## src/rtl/edm_pkg.sv

```systemverilog
// Shared types and constants for the EDM discharge pulse generator.
package edm_pkg;

  typedef enum logic [1:0] {
    IDLE,
    TON,
    TOFF
  } state_t;

  localparam logic [1:0] WF_SYNC   = 2'd0;
  localparam logic [1:0] WF_ROTATE = 2'd1;

  localparam int N_CH_DEF        = 8;
  localparam int TICK_CYCLES_DEF = 10;
  localparam int TON_MIN_DEF     = 1;
  localparam int TOFF_MIN_DEF    = 2;

  function automatic logic [15:0] clamp_lo(
    input logic [15:0] v,
    input logic [15:0] lo
  );
    return (v < lo) ? lo : v;
  endfunction

endpackage

```

## src/rtl/pulse_timer.sv

```systemverilog
// Tick prescaler plus 16-bit tick down-counter; done marks the
// final clock cycle of the loaded interval.
module pulse_timer #(
  parameter int TICK_CYCLES = 10
) (
  input  logic        clk,
  input  logic        rst,
  input  logic        load,
  input  logic [15:0] load_val,
  output logic        done
);

  localparam int PW = (TICK_CYCLES > 1) ? $clog2(TICK_CYCLES) : 1;
  localparam logic [PW-1:0] LAST = PW'(TICK_CYCLES - 1);

  logic [PW-1:0] presc;
  logic [15:0]   cnt;

  always_ff @(posedge clk) begin
    if (rst) begin
      presc <= '0;
      cnt   <= '0;
    end else if (load) begin
      presc <= '0;
      cnt   <= load_val;
    end else if (presc == LAST) begin
      presc <= '0;
      cnt   <= cnt - 16'd1;
    end else begin
      presc <= presc + PW'(1);
    end
  end

  assign done = (cnt == 16'd1) && (presc == LAST);

endmodule

```

## src/rtl/pulse_generator.sv

```systemverilog
// Ton/Toff discharge pulse generator: SPI command strobes in,
// MOSFET gate and cut-switch drive out.
module pulse_generator
  import edm_pkg::*;
#(
  parameter int TICK_CYCLES = TICK_CYCLES_DEF,
  parameter int TON_MIN     = TON_MIN_DEF,
  parameter int TOFF_MIN    = TOFF_MIN_DEF,
  parameter int N_CH        = N_CH_DEF
) (
  input  logic            clk,
  input  logic            rst,
  input  logic            machine_start_ack,
  input  logic            machine_stop_ack,
  input  logic [15:0]     Ton_data,
  input  logic            change_Ton_ack,
  input  logic [15:0]     Toff_data,
  input  logic            change_Toff_ack,
  input  logic [15:0]     Ip_data,
  input  logic            change_Ip_ack,
  input  logic [15:0]     waveform_data,
  input  logic            change_waveform_ack,
  input  logic            short_flag,
  output logic [N_CH-1:0] PWM,
  output logic [1:0]      PWM_Q,
  output logic            running,
  output logic            pulse_start,
  output logic [15:0]     pulse_cnt,
  output logic [15:0]     short_cnt
);

  localparam int RW = $clog2(N_CH);

  state_t state, state_nxt;

  logic [15:0]   p_ton;
  logic [15:0]   p_toff;
  logic [3:0]    p_ip;
  logic [1:0]    p_mode;
  logic [15:0]   act_toff;
  logic [RW-1:0] rot;

  logic [15:0]     ton_eff;
  logic [15:0]     toff_eff;
  logic [4:0]      ch;
  logic [N_CH-1:0] base;
  logic [2*N_CH-1:0] dbl;
  logic [N_CH-1:0] mask;

  logic        ent_ton;
  logic        ent_toff;
  logic        short_hit;
  logic        tmr_load;
  logic [15:0] tmr_val;
  logic        tmr_done;

  logic unused_bits;
  assign unused_bits = ^{Ip_data[15:4], waveform_data[15:2]};

  assign ton_eff  = clamp_lo(p_ton, 16'(TON_MIN));
  assign toff_eff = clamp_lo(p_toff, 16'(TOFF_MIN));

  // Mask for the pulse about to start, built from pending settings.
  always_comb begin
    ch = ({1'b0, p_ip} > 5'(N_CH)) ? 5'(N_CH) : {1'b0, p_ip};
    for (int i = 0; i < N_CH; i++) begin
      base[i] = (5'(i) < ch);
    end
    dbl  = {base, base} << rot;
    mask = (p_mode == WF_ROTATE) ? dbl[2*N_CH-1:N_CH] : base;
  end

  always_comb begin
    state_nxt = state;
    ent_ton   = 1'b0;
    ent_toff  = 1'b0;
    short_hit = 1'b0;
    if (machine_stop_ack) begin
      state_nxt = IDLE;
    end else begin
      unique case (state)
        IDLE: begin
          if (machine_start_ack) begin
            state_nxt = TON;
            ent_ton   = 1'b1;
          end
        end
        TON: begin
          if (short_flag || tmr_done) begin
            state_nxt = TOFF;
            ent_toff  = 1'b1;
            short_hit = short_flag;
          end
        end
        TOFF: begin
          if (tmr_done) begin
            state_nxt = TON;
            ent_ton   = 1'b1;
          end
        end
        default: state_nxt = IDLE;
      endcase
    end
  end

  assign tmr_load = ent_ton | ent_toff | machine_stop_ack;
  assign tmr_val  = ent_ton ? ton_eff : act_toff;

  pulse_timer #(
    .TICK_CYCLES(TICK_CYCLES)
  ) u_timer (
    .clk      (clk),
    .rst      (rst),
    .load     (tmr_load),
    .load_val (tmr_val),
    .done     (tmr_done)
  );

  always_ff @(posedge clk) begin
    if (rst) state <= IDLE;
    else     state <= state_nxt;
  end

  always_ff @(posedge clk) begin
    if (rst) begin
      p_ton       <= 16'(TON_MIN);
      p_toff      <= 16'(TOFF_MIN);
      p_ip        <= '0;
      p_mode      <= WF_SYNC;
      act_toff    <= 16'(TOFF_MIN);
      rot         <= '0;
      PWM         <= '0;
      PWM_Q       <= '0;
      running     <= 1'b0;
      pulse_start <= 1'b0;
      pulse_cnt   <= '0;
      short_cnt   <= '0;
    end else begin
      if (change_Ton_ack)      p_ton  <= Ton_data;
      if (change_Toff_ack)     p_toff <= Toff_data;
      if (change_Ip_ack)       p_ip   <= Ip_data[3:0];
      if (change_waveform_ack) p_mode <= waveform_data[1:0];

      pulse_start <= ent_ton;
      running     <= (state_nxt != IDLE);
      PWM_Q       <= {2{state_nxt != IDLE}};

      if (ent_ton)                PWM <= mask;
      else if (state_nxt != TON)  PWM <= '0;

      if (ent_ton) begin
        act_toff  <= toff_eff;
        rot       <= rot + RW'(1);
        pulse_cnt <= (state == IDLE) ? 16'd1 : pulse_cnt + 16'd1;
      end else if (state_nxt == IDLE) begin
        rot <= '0;
      end

      if (short_hit) short_cnt <= short_cnt + 16'd1;
    end
  end

endmodule

```

## config.mk

```make
export PLATFORM = sky130hd
export DESIGN_NAME = pulse_generator
export DESIGN_NICKNAME = d
export VERILOG_FILES = /design/src/rtl/edm_pkg.sv /design/src/rtl/pulse_timer.sv /design/src/rtl/pulse_generator.sv
export SDC_FILE = /design/constraint.sdc
export NUM_CORES = 1
export LEC_CHECK = 0
export ABC_AREA = 0
export BUFFER_PORTS_ARGS = -buffer_cell sky130_fd_sc_hd__buf_4
export CAP_MARGIN = 25
export CORE_MARGIN = 4
export CORE_UTILIZATION = 41
export DETAILED_ROUTE_END_ITERATION = 8
export HOLD_SLACK_MARGIN = 0.08
export PLACE_DENSITY = 0.64
export SYNTH_ARGS = -nofsm -noshare
export SYNTH_HDL_FRONTEND = slang
export SYNTH_HIERARCHICAL = 1
export SYNTH_SLANG_ARGS = --single-unit
```

## constraint.sdc

```tcl
create_clock -name clk -period 3.45 [get_ports clk]
set_input_delay 0.69 -clock clk [delete_from_list [all_inputs] [get_ports clk]]
set_output_delay 0.69 -clock clk [all_outputs]
set_load 0.01 [all_outputs]
```

==> results.py, run 1 <==
metrics = {
    "outcome": {
        "status": "complete, no violations",
    },
    "cts": {
        "htreeDepth": 4,
        "tritoncts": "done",
        "clk_pin_slew_ps": 50,
        "cts.sinks": 121,
        "insertion_delay_ps": 420,
        "ctsHoldBuffers": 0,
        "ctsRootBufferMaster": "clkbuf_16",
        "cts_resized": 0,
        "cts_buffers": 17,
        "post_cts_buffers": 0,
        "clk_path_buf_depth": 2,
    },
    "sta": {
        "hold_viol_final": 0,
        "clock_skew_ps": 6.29,
        "fin_tns_setup_ps": 0,
        "setup_ws_ps": 498,
        "drv_slew": 0,
        "fmax_mhz": 339,
        "worstMarginPinSlew_ps": 795,
        "setup_violations": 0,
        "finalCritPeriodShare": 0.856,
        "rsz0062_at_grt": "false",
        "final.min_clock_period_ps": 2950,
        "slew_headroom": 0.469,
    },
    "worst_setup_path": {
        "crit_arrival_ps": 3210,
        "reg2reg_slack_ps": 500,
        "reg2reg_depth": 11,
        "crit_type": "flip-flop to flip-flop",
        "critPathCaptureType": "flip-flop",
        "cp.required_ps": 3700,
        "crit_path_max_incr_delay_ps": 420,
        "slowest_stage": "nand2_1",
        "crit_family": "simple AND/OR/NAND/NOR gates",
        "timing.rr.end": "u_timer/cnt[14]",
        "cp_common_cell": "nand2_1",
        "cp.buffers_inverters": 1,
        "r2r-start": "u_timer/presc[0]",
        "worstPathMaxFanout": 21,
        "crit_chain": "ha_1 -> nand3b_4 -> or3_1 -> nor4_1 -> buf_4 -> mux2_2 -> nand2_1 -> nand2_1 -> nand2_1 -> nor2_1 -> a311oi_1",
        "cp-start-kind": "flip-flop",
    },
    "run": {
        "cap_violations": 0,
    },
    "grt": {
        "grt_overflow": 0,
        "grt_start_max_net_pins": 53,
        "grt_pass1_vias": 4704,
        "grt_pass1_wl_um": 22100,
        "antenna_found_initial": 0,
        "grt.total_usage": 0.168,
    },
    "logic_synthesis": {
        "yosysUniqueCellTypes": 55,
        "synth-main-ff-cell": "dfxtp_1",
        "seq_area_frac_synth": 0.430,
        "synth_area_per_cell_um2": 8.49,
        "synth.net_count": 744,
        "ys_ff_latch": 121,
        "netlist_area_um2": 5630,
        "yosysWarnings": 6,
        "async_reset_ff_frac": 0,
        "synth_edf_count": 0,
        "synth_cells": 664,
    },
    "layout": {
        "final_nets": 816,
        "syn2layout_area_growth_pct": 23.6,
        "regArea_um2": 2420,
        "final_layout_size_suffix_gt1_frac": 0.186,
        "fillers": 1260,
        "multi_input_comb_area_um2": 2990,
        "diodes": 0,
    },
    "floorplan": {
        "initial_utilization": 0.422,
        "rows": 42,
        "core-area_um2": 13300,
        "die-width_um": 125,
        "design.portCount": 117,
        "die_area_um2": 15700,
        "fp.dieH_um": 125,
    },
    "placement": {
        "place_ws_ps": 500,
        "port_buffers": 90,
        "gp_congestion": 0.863,
        "hpwl_um": 9150,
    },
    "min_path": {
        "hold_path_class": "flip-flop to flip-flop",
        "min_from": "PWM[7]",
        "holdPathStages": 2,
        "hold_end": "PWM[7]",
    },
    "drt": {
        "vias": 4856,
        "first_pass_iters": 5,
        "wl_per_cell_um": 14.1,
        "antenna_left": 0,
        "viasPerCell": 5.26,
        "drtIter0Drc": 333,
        "drc": 0,
        "drt-total-wl_um": 13000,
    },
    "power": {
        "leakage_nw": 2.88,
        "ir_worst_vdd_mv": 0.297,
        "power_density_nw_per_um2": 507,
    },
}
-- cell families after synthesis --
| family | count (synthesis) | synth area share |
|---|---|---|
| mux | 44 | 0.0784 |
| flops | 121 | 0.430 |
| simple gates | 304 | 0.267 |
| fa+ha+maj | 7 | 0.0155 |
| buf+inv | 53 | 0.0411 |
| xor+xnor | 38 | 0.0591 |
| compound gates | 97 | 0.109 |
-- registers in the layout (all words and copies together) (netlist names) --
| signal | flops |
|---|---|
| p_ip | 4 |
| rot | 3 |
| state | 2 |
| u_timer/presc | 4 |
| PWM | 8 |
| pulse_start | 1 |
| pulse_cnt | 16 |
| running | 1 |
| p_mode | 2 |
| p_ton | 16 |
| act_toff | 16 |
| short_cnt | 16 |
| u_timer/cnt | 16 |
| p_toff | 16 |
-- synth_stat cells (2+ instances only) --
| library cell | n | area share |
|---|---|---|
| nor3_1 | 21 | 0.019 |
| or3_1 | 13 | 0.014 |
| o31ai_1 | 7 | 0.0093 |
| o21bai_1 | 2 | 0.0027 |
| inv_1 | 12 | 0.0080 |
| nor3b_1 | 3 | 0.0040 |
| xor2_1 | 12 | 0.019 |
| nor2_1 | 96 | 0.064 |
| a211oi_1 | 10 | 0.013 |
| nor2b_1 | 3 | 0.0033 |
| buf_2 | 11 | 0.0098 |
| dfxtp_1 | 121 | 0.43 |
| and2_1 | 2 | 0.0022 |
| clkbuf_1 | 25 | 0.017 |
| a311oi_1 | 5 | 0.0078 |
| nand2b_1 | 6 | 0.0067 |
| nor4b_1 | 4 | 0.0062 |
| and4_1 | 2 | 0.0031 |
| nand4_1 | 8 | 0.0089 |
| and3b_1 | 2 | 0.0031 |
| ha_1 | 7 | 0.016 |
| a21oi_1 | 35 | 0.031 |
| nand3_1 | 16 | 0.014 |
| buf_4 | 3 | 0.0040 |
| o211a_1 | 2 | 0.0036 |
| nor4_2 | 4 | 0.0089 |
| xnor2_1 | 26 | 0.040 |
| a22o_1 | 5 | 0.0078 |
| or2_2 | 2 | 0.0022 |
| or4_1 | 3 | 0.0040 |
| and3_1 | 2 | 0.0022 |
| nor4_1 | 13 | 0.014 |
| o21ai_0 | 20 | 0.018 |
| a211o_1 | 3 | 0.0047 |
| mux2i_1 | 43 | 0.076 |
| nand2_1 | 93 | 0.062 |
| nand3b_1 | 3 | 0.0040 |
| o211ai_1 | 2 | 0.0027 |
-- stage by stage --
| step | instance area [um^2] | total power, mW | util | hold WS, ps | instances |
|---|---|---|---|---|---|
| 6_report | 6960 | 3.53 | 0.522 | 440 | 924 |
| 5_1_grt | 6960 | 3.67 | 0.522 | 473 | 924 |
| 4_1_cts | 6960 | 3.56 | 0.522 | 446 | 924 |
| 3_5_place_dp | 6380 | 1.81 | 0.478 | 438 | 893 |
| 3_3_place_gp | 6380 | 1.80 | 0.478 | 436 | 893 |
| 2_1_floorplan | 5630 | 1.71 | - | 433 | 664 |
-- per-layer routing --
metal  part of all wire  track usage  up-vias
li1                   -            -     2456
met1               0.47        0.219     2278
met3              0.045       0.0456       20
met5                  0            0        -
met4              0.021       0.0753        0
met2               0.46        0.262      102
-- power breakdown --
part,leakage [nW],internal [mW],total [mW],switching [mW]
Clock,0.278,1.12,1.74,0.622
Sequential,0.987,1.45,1.50,0.0539
Combinational,1.62,0.130,0.281,0.151
Total,2.88,2.70,3.53,0.826
-- how the worst max path moves through the flow --
stage / start / slack, ps / cells after the start / to
after floorplan: u_timer/presc[0] / 620 / 12 / u_timer/cnt[14]
after CTS: u_timer/presc[0] / 500 / 11 / u_timer/cnt[14]
after global placement: u_timer/presc[0] / 540 / 11 / u_timer/cnt[14]
after detailed placement: u_timer/presc[0] / 500 / 11 / u_timer/cnt[14]
after global routing: u_timer/presc[0] / 210 / 10 / u_timer/cnt[15]
final: u_timer/presc[0] / 500 / 11 / u_timer/cnt[14]
-- cell usage in the layout, fill, tap and decap left out, drive strengths merged, types with 10 or more instances in the layout --
cell      n
nand2    93
nand4    10
a211oi   10
mux2i    43
dfxtp   121
nor2     96
nor3     21
nor4     18
nand3    17
inv      13
o21ai    20
a21oi    35
buf      94
xor2     12
xnor2    26
or3      13
clkbuf   18
-- layout make-up --
cell class / instances / area share
Sequential cell: 121 / 0.348
Timing Repair Buffer: 94 / 0.101
Tap cell: 176 / 0.0316
Clock inverter: 13 / 0.0221
Multi-Input combinational cell: 490 / 0.429
Clock buffer: 18 / 0.0616
Inverter: 12 / 0.00647
-- tightest hold or removal path, cell delays in order, from the launching register on --
cell and delay (ps):
dfxtp_1 310, nand2_1 50, nand2_1 40
Power figures use the tool's default switching activity.
==> run 2: changes to the inputs <==
--- a/config.mk
+++ b/config.mk
@@ -14,4 +14,5 @@
 export HOLD_SLACK_MARGIN = 0.08
 export PLACE_DENSITY = 0.64
+export RECOVER_POWER = 100
 export SYNTH_ARGS = -nofsm -noshare
 export SYNTH_HDL_FRONTEND = slang
==> constraint.sdc (replaced) <==
create_clock -name clk -period 3.45 [get_ports clk]
set_input_delay 1.035 -clock clk [delete_from_list [all_inputs] [get_ports clk]]
set_output_delay 1.035 -clock clk [all_outputs]
set_load 0.01 [all_outputs]
==> results.py, run 2 (synthesized netlist as in run 1, its figures left out) <==
metrics = {
    "cts": {
        "clk_path_buf_depth": 2,
        "post_cts_buffers": 0,
        "ctsRootBufferMaster": "clkbuf_16",
        "clk_pin_slew_ps": 60,
        "insertion_delay_ps": 420,
        "cts_resized": 0,
        "tritoncts": "done",
        "htreeDepth": 4,
        "ctsHoldBuffers": 0,
        "cts_buffers": 17,
        "cts.sinks": 121,
    },
    "worst_setup_path": {
        "crit_type": "flip-flop to flip-flop",
        "r2r-start": "u_timer/presc[0]",
        "crit_arrival_ps": 3320,
        "worstPathMaxFanout": 36,
        "cp-startpoint": "u_timer/presc[0]",
        "cp-start-kind": "flip-flop",
        "critPathCaptureType": "flip-flop",
        "cp.required_ps": 3770,
        "reg2reg_slack_ps": 450,
    },
    "drt": {
        "wl_per_cell_um": 14.2,
        "vias": 4809,
        "drtIter0Drc": 325,
        "drt-total-wl_um": 13100,
        "antenna_left": 0,
        "first_pass_iters": 4,
        "drc": 0,
        "viasPerCell": 5.20,
    },
    "layout": {
        "layout_commonest_cell": "dfxtp_1",
        "diodes": 0,
        "fillers": 1343,
        "final_cell_mix": "dfxtp_1, nor2_1, nand2_1, buf_4, clkbuf_1",
        "regArea_um2": 2420,
        "final_layout_size_suffix_gt1_frac": 0.127,
        "multi_input_comb_area_um2": 2990,
        "final_nets": 816,
        "syn2layout_area_growth_pct": 20.5,
    },
    "grt": {
        "grt_pass1_vias": 4691,
        "antenna_found_initial": 0,
        "grt_overflow": 0,
        "grt_start_max_net_pins": 53,
        "grt.total_usage": 0.173,
        "grt_pass1_wl_um": 22600,
    },
    "sta": {
        "worstMarginPinSlew_ps": 1130,
        "drv_slew": 0,
        "fmax_mhz": 333,
        "setup_violations": 0,
        "rsz0062_at_grt": "false",
        "slew_headroom": 0.243,
        "finalCritPeriodShare": 0.870,
        "holdWs_ps": 445,
        "hold_viol_final": 0,
        "clock_skew_ps": 11.3,
        "final.min_clock_period_ps": 3000,
        "fin_tns_setup_ps": 0,
    },
    "floorplan": {
        "initial_utilization": 0.422,
        "core-area_um2": 13300,
        "fp.dieH_um": 125,
        "die_area_um2": 15700,
        "design.portCount": 117,
        "die-width_um": 125,
        "rows": 42,
    },
    "placement": {
        "port_buffers": 90,
        "gp_congestion": 0.863,
        "hpwl_um": 9120,
    },
    "power": {
        "power_density_nw_per_um2": 518,
        "ir_worst_vdd_mv": 0.320,
        "leakage_nw": 2.68,
    },
    "min_path": {
        "min_from": "PWM[7]",
        "hold_path_class": "flip-flop to flip-flop",
    },
    "run": {
        "cap_violations": 0,
    },
    "outcome": {
        "status": "complete, no violations",
    },
}
-- run 2: critical path: stages, from the launching register on --
cell and delay [ps]:
dfxtp_1 380, ha_1 230, nand3b_4 150, or3_1 420, nor4_1 260, buf_4 200, mux2i_1 110, nor3_2 230
buf_4 380, nand2_1 110, nand2_1 80, nor2_1 40, a311oi_1 280
-- run 2: report_power, final --
group | internal, mW | leakage (nW) | switching, mW
clock network | 1.02 | 0.270 | 0.721
registers | 1.45 | 0.987 | 0.0541
logic | 0.125 | 1.43 | 0.150
total | 2.59 | 2.68 | 0.925
-- run 2: area by class of cell --
type,count,share of cell area
timing repair buffer,94,0.0787
inverter,12,0.00664
clock buffer,17,0.0627
clock inverter,15,0.0227
tap,176,0.0324
sequential,121,0.357
multi-input combinational,490,0.440
-- run 2: layer usage --
layer | global-route usage | vias to the layer above | wire length [um]
li1 | - | 2461 | -
met2 | 0.259 | 99 | 6110
met5 | 0 | - | 0
met4 | 0.0721 | 0 | 186
met1 | 0.233 | 2233 | 6240
met3 | 0.0499 | 16 | 602
-- run 2: worst paths after layout --
| check | end | depth (start not counted) |
|---|---|---|
| worst max register to register | u_timer/cnt[13] | 12 |
| worst min-delay path | PWM[7] | 2 |
| worst max-delay path | u_timer/cnt[13] | 12 |
| worst min register to register | PWM[7] | 2 |
-- run 2: through the flow --
| stage | area [um^2] | utilization | worst slack, ps | power (mW) | cells |
|---|---|---|---|---|---|
| after floorplan | 5630 | - | 618 | 1.71 | 664 |
| after global placement | 6380 | 0.478 | 543 | 1.80 | 893 |
| after detailed placement | 6380 | 0.478 | 489 | 1.81 | 893 |
| after CTS | 6960 | 0.521 | 456 | 3.56 | 925 |
| after global routing | 6790 | 0.508 | 49.5 | 3.66 | 925 |
| final | 6790 | 0.508 | 448 | 3.51 | 925 |
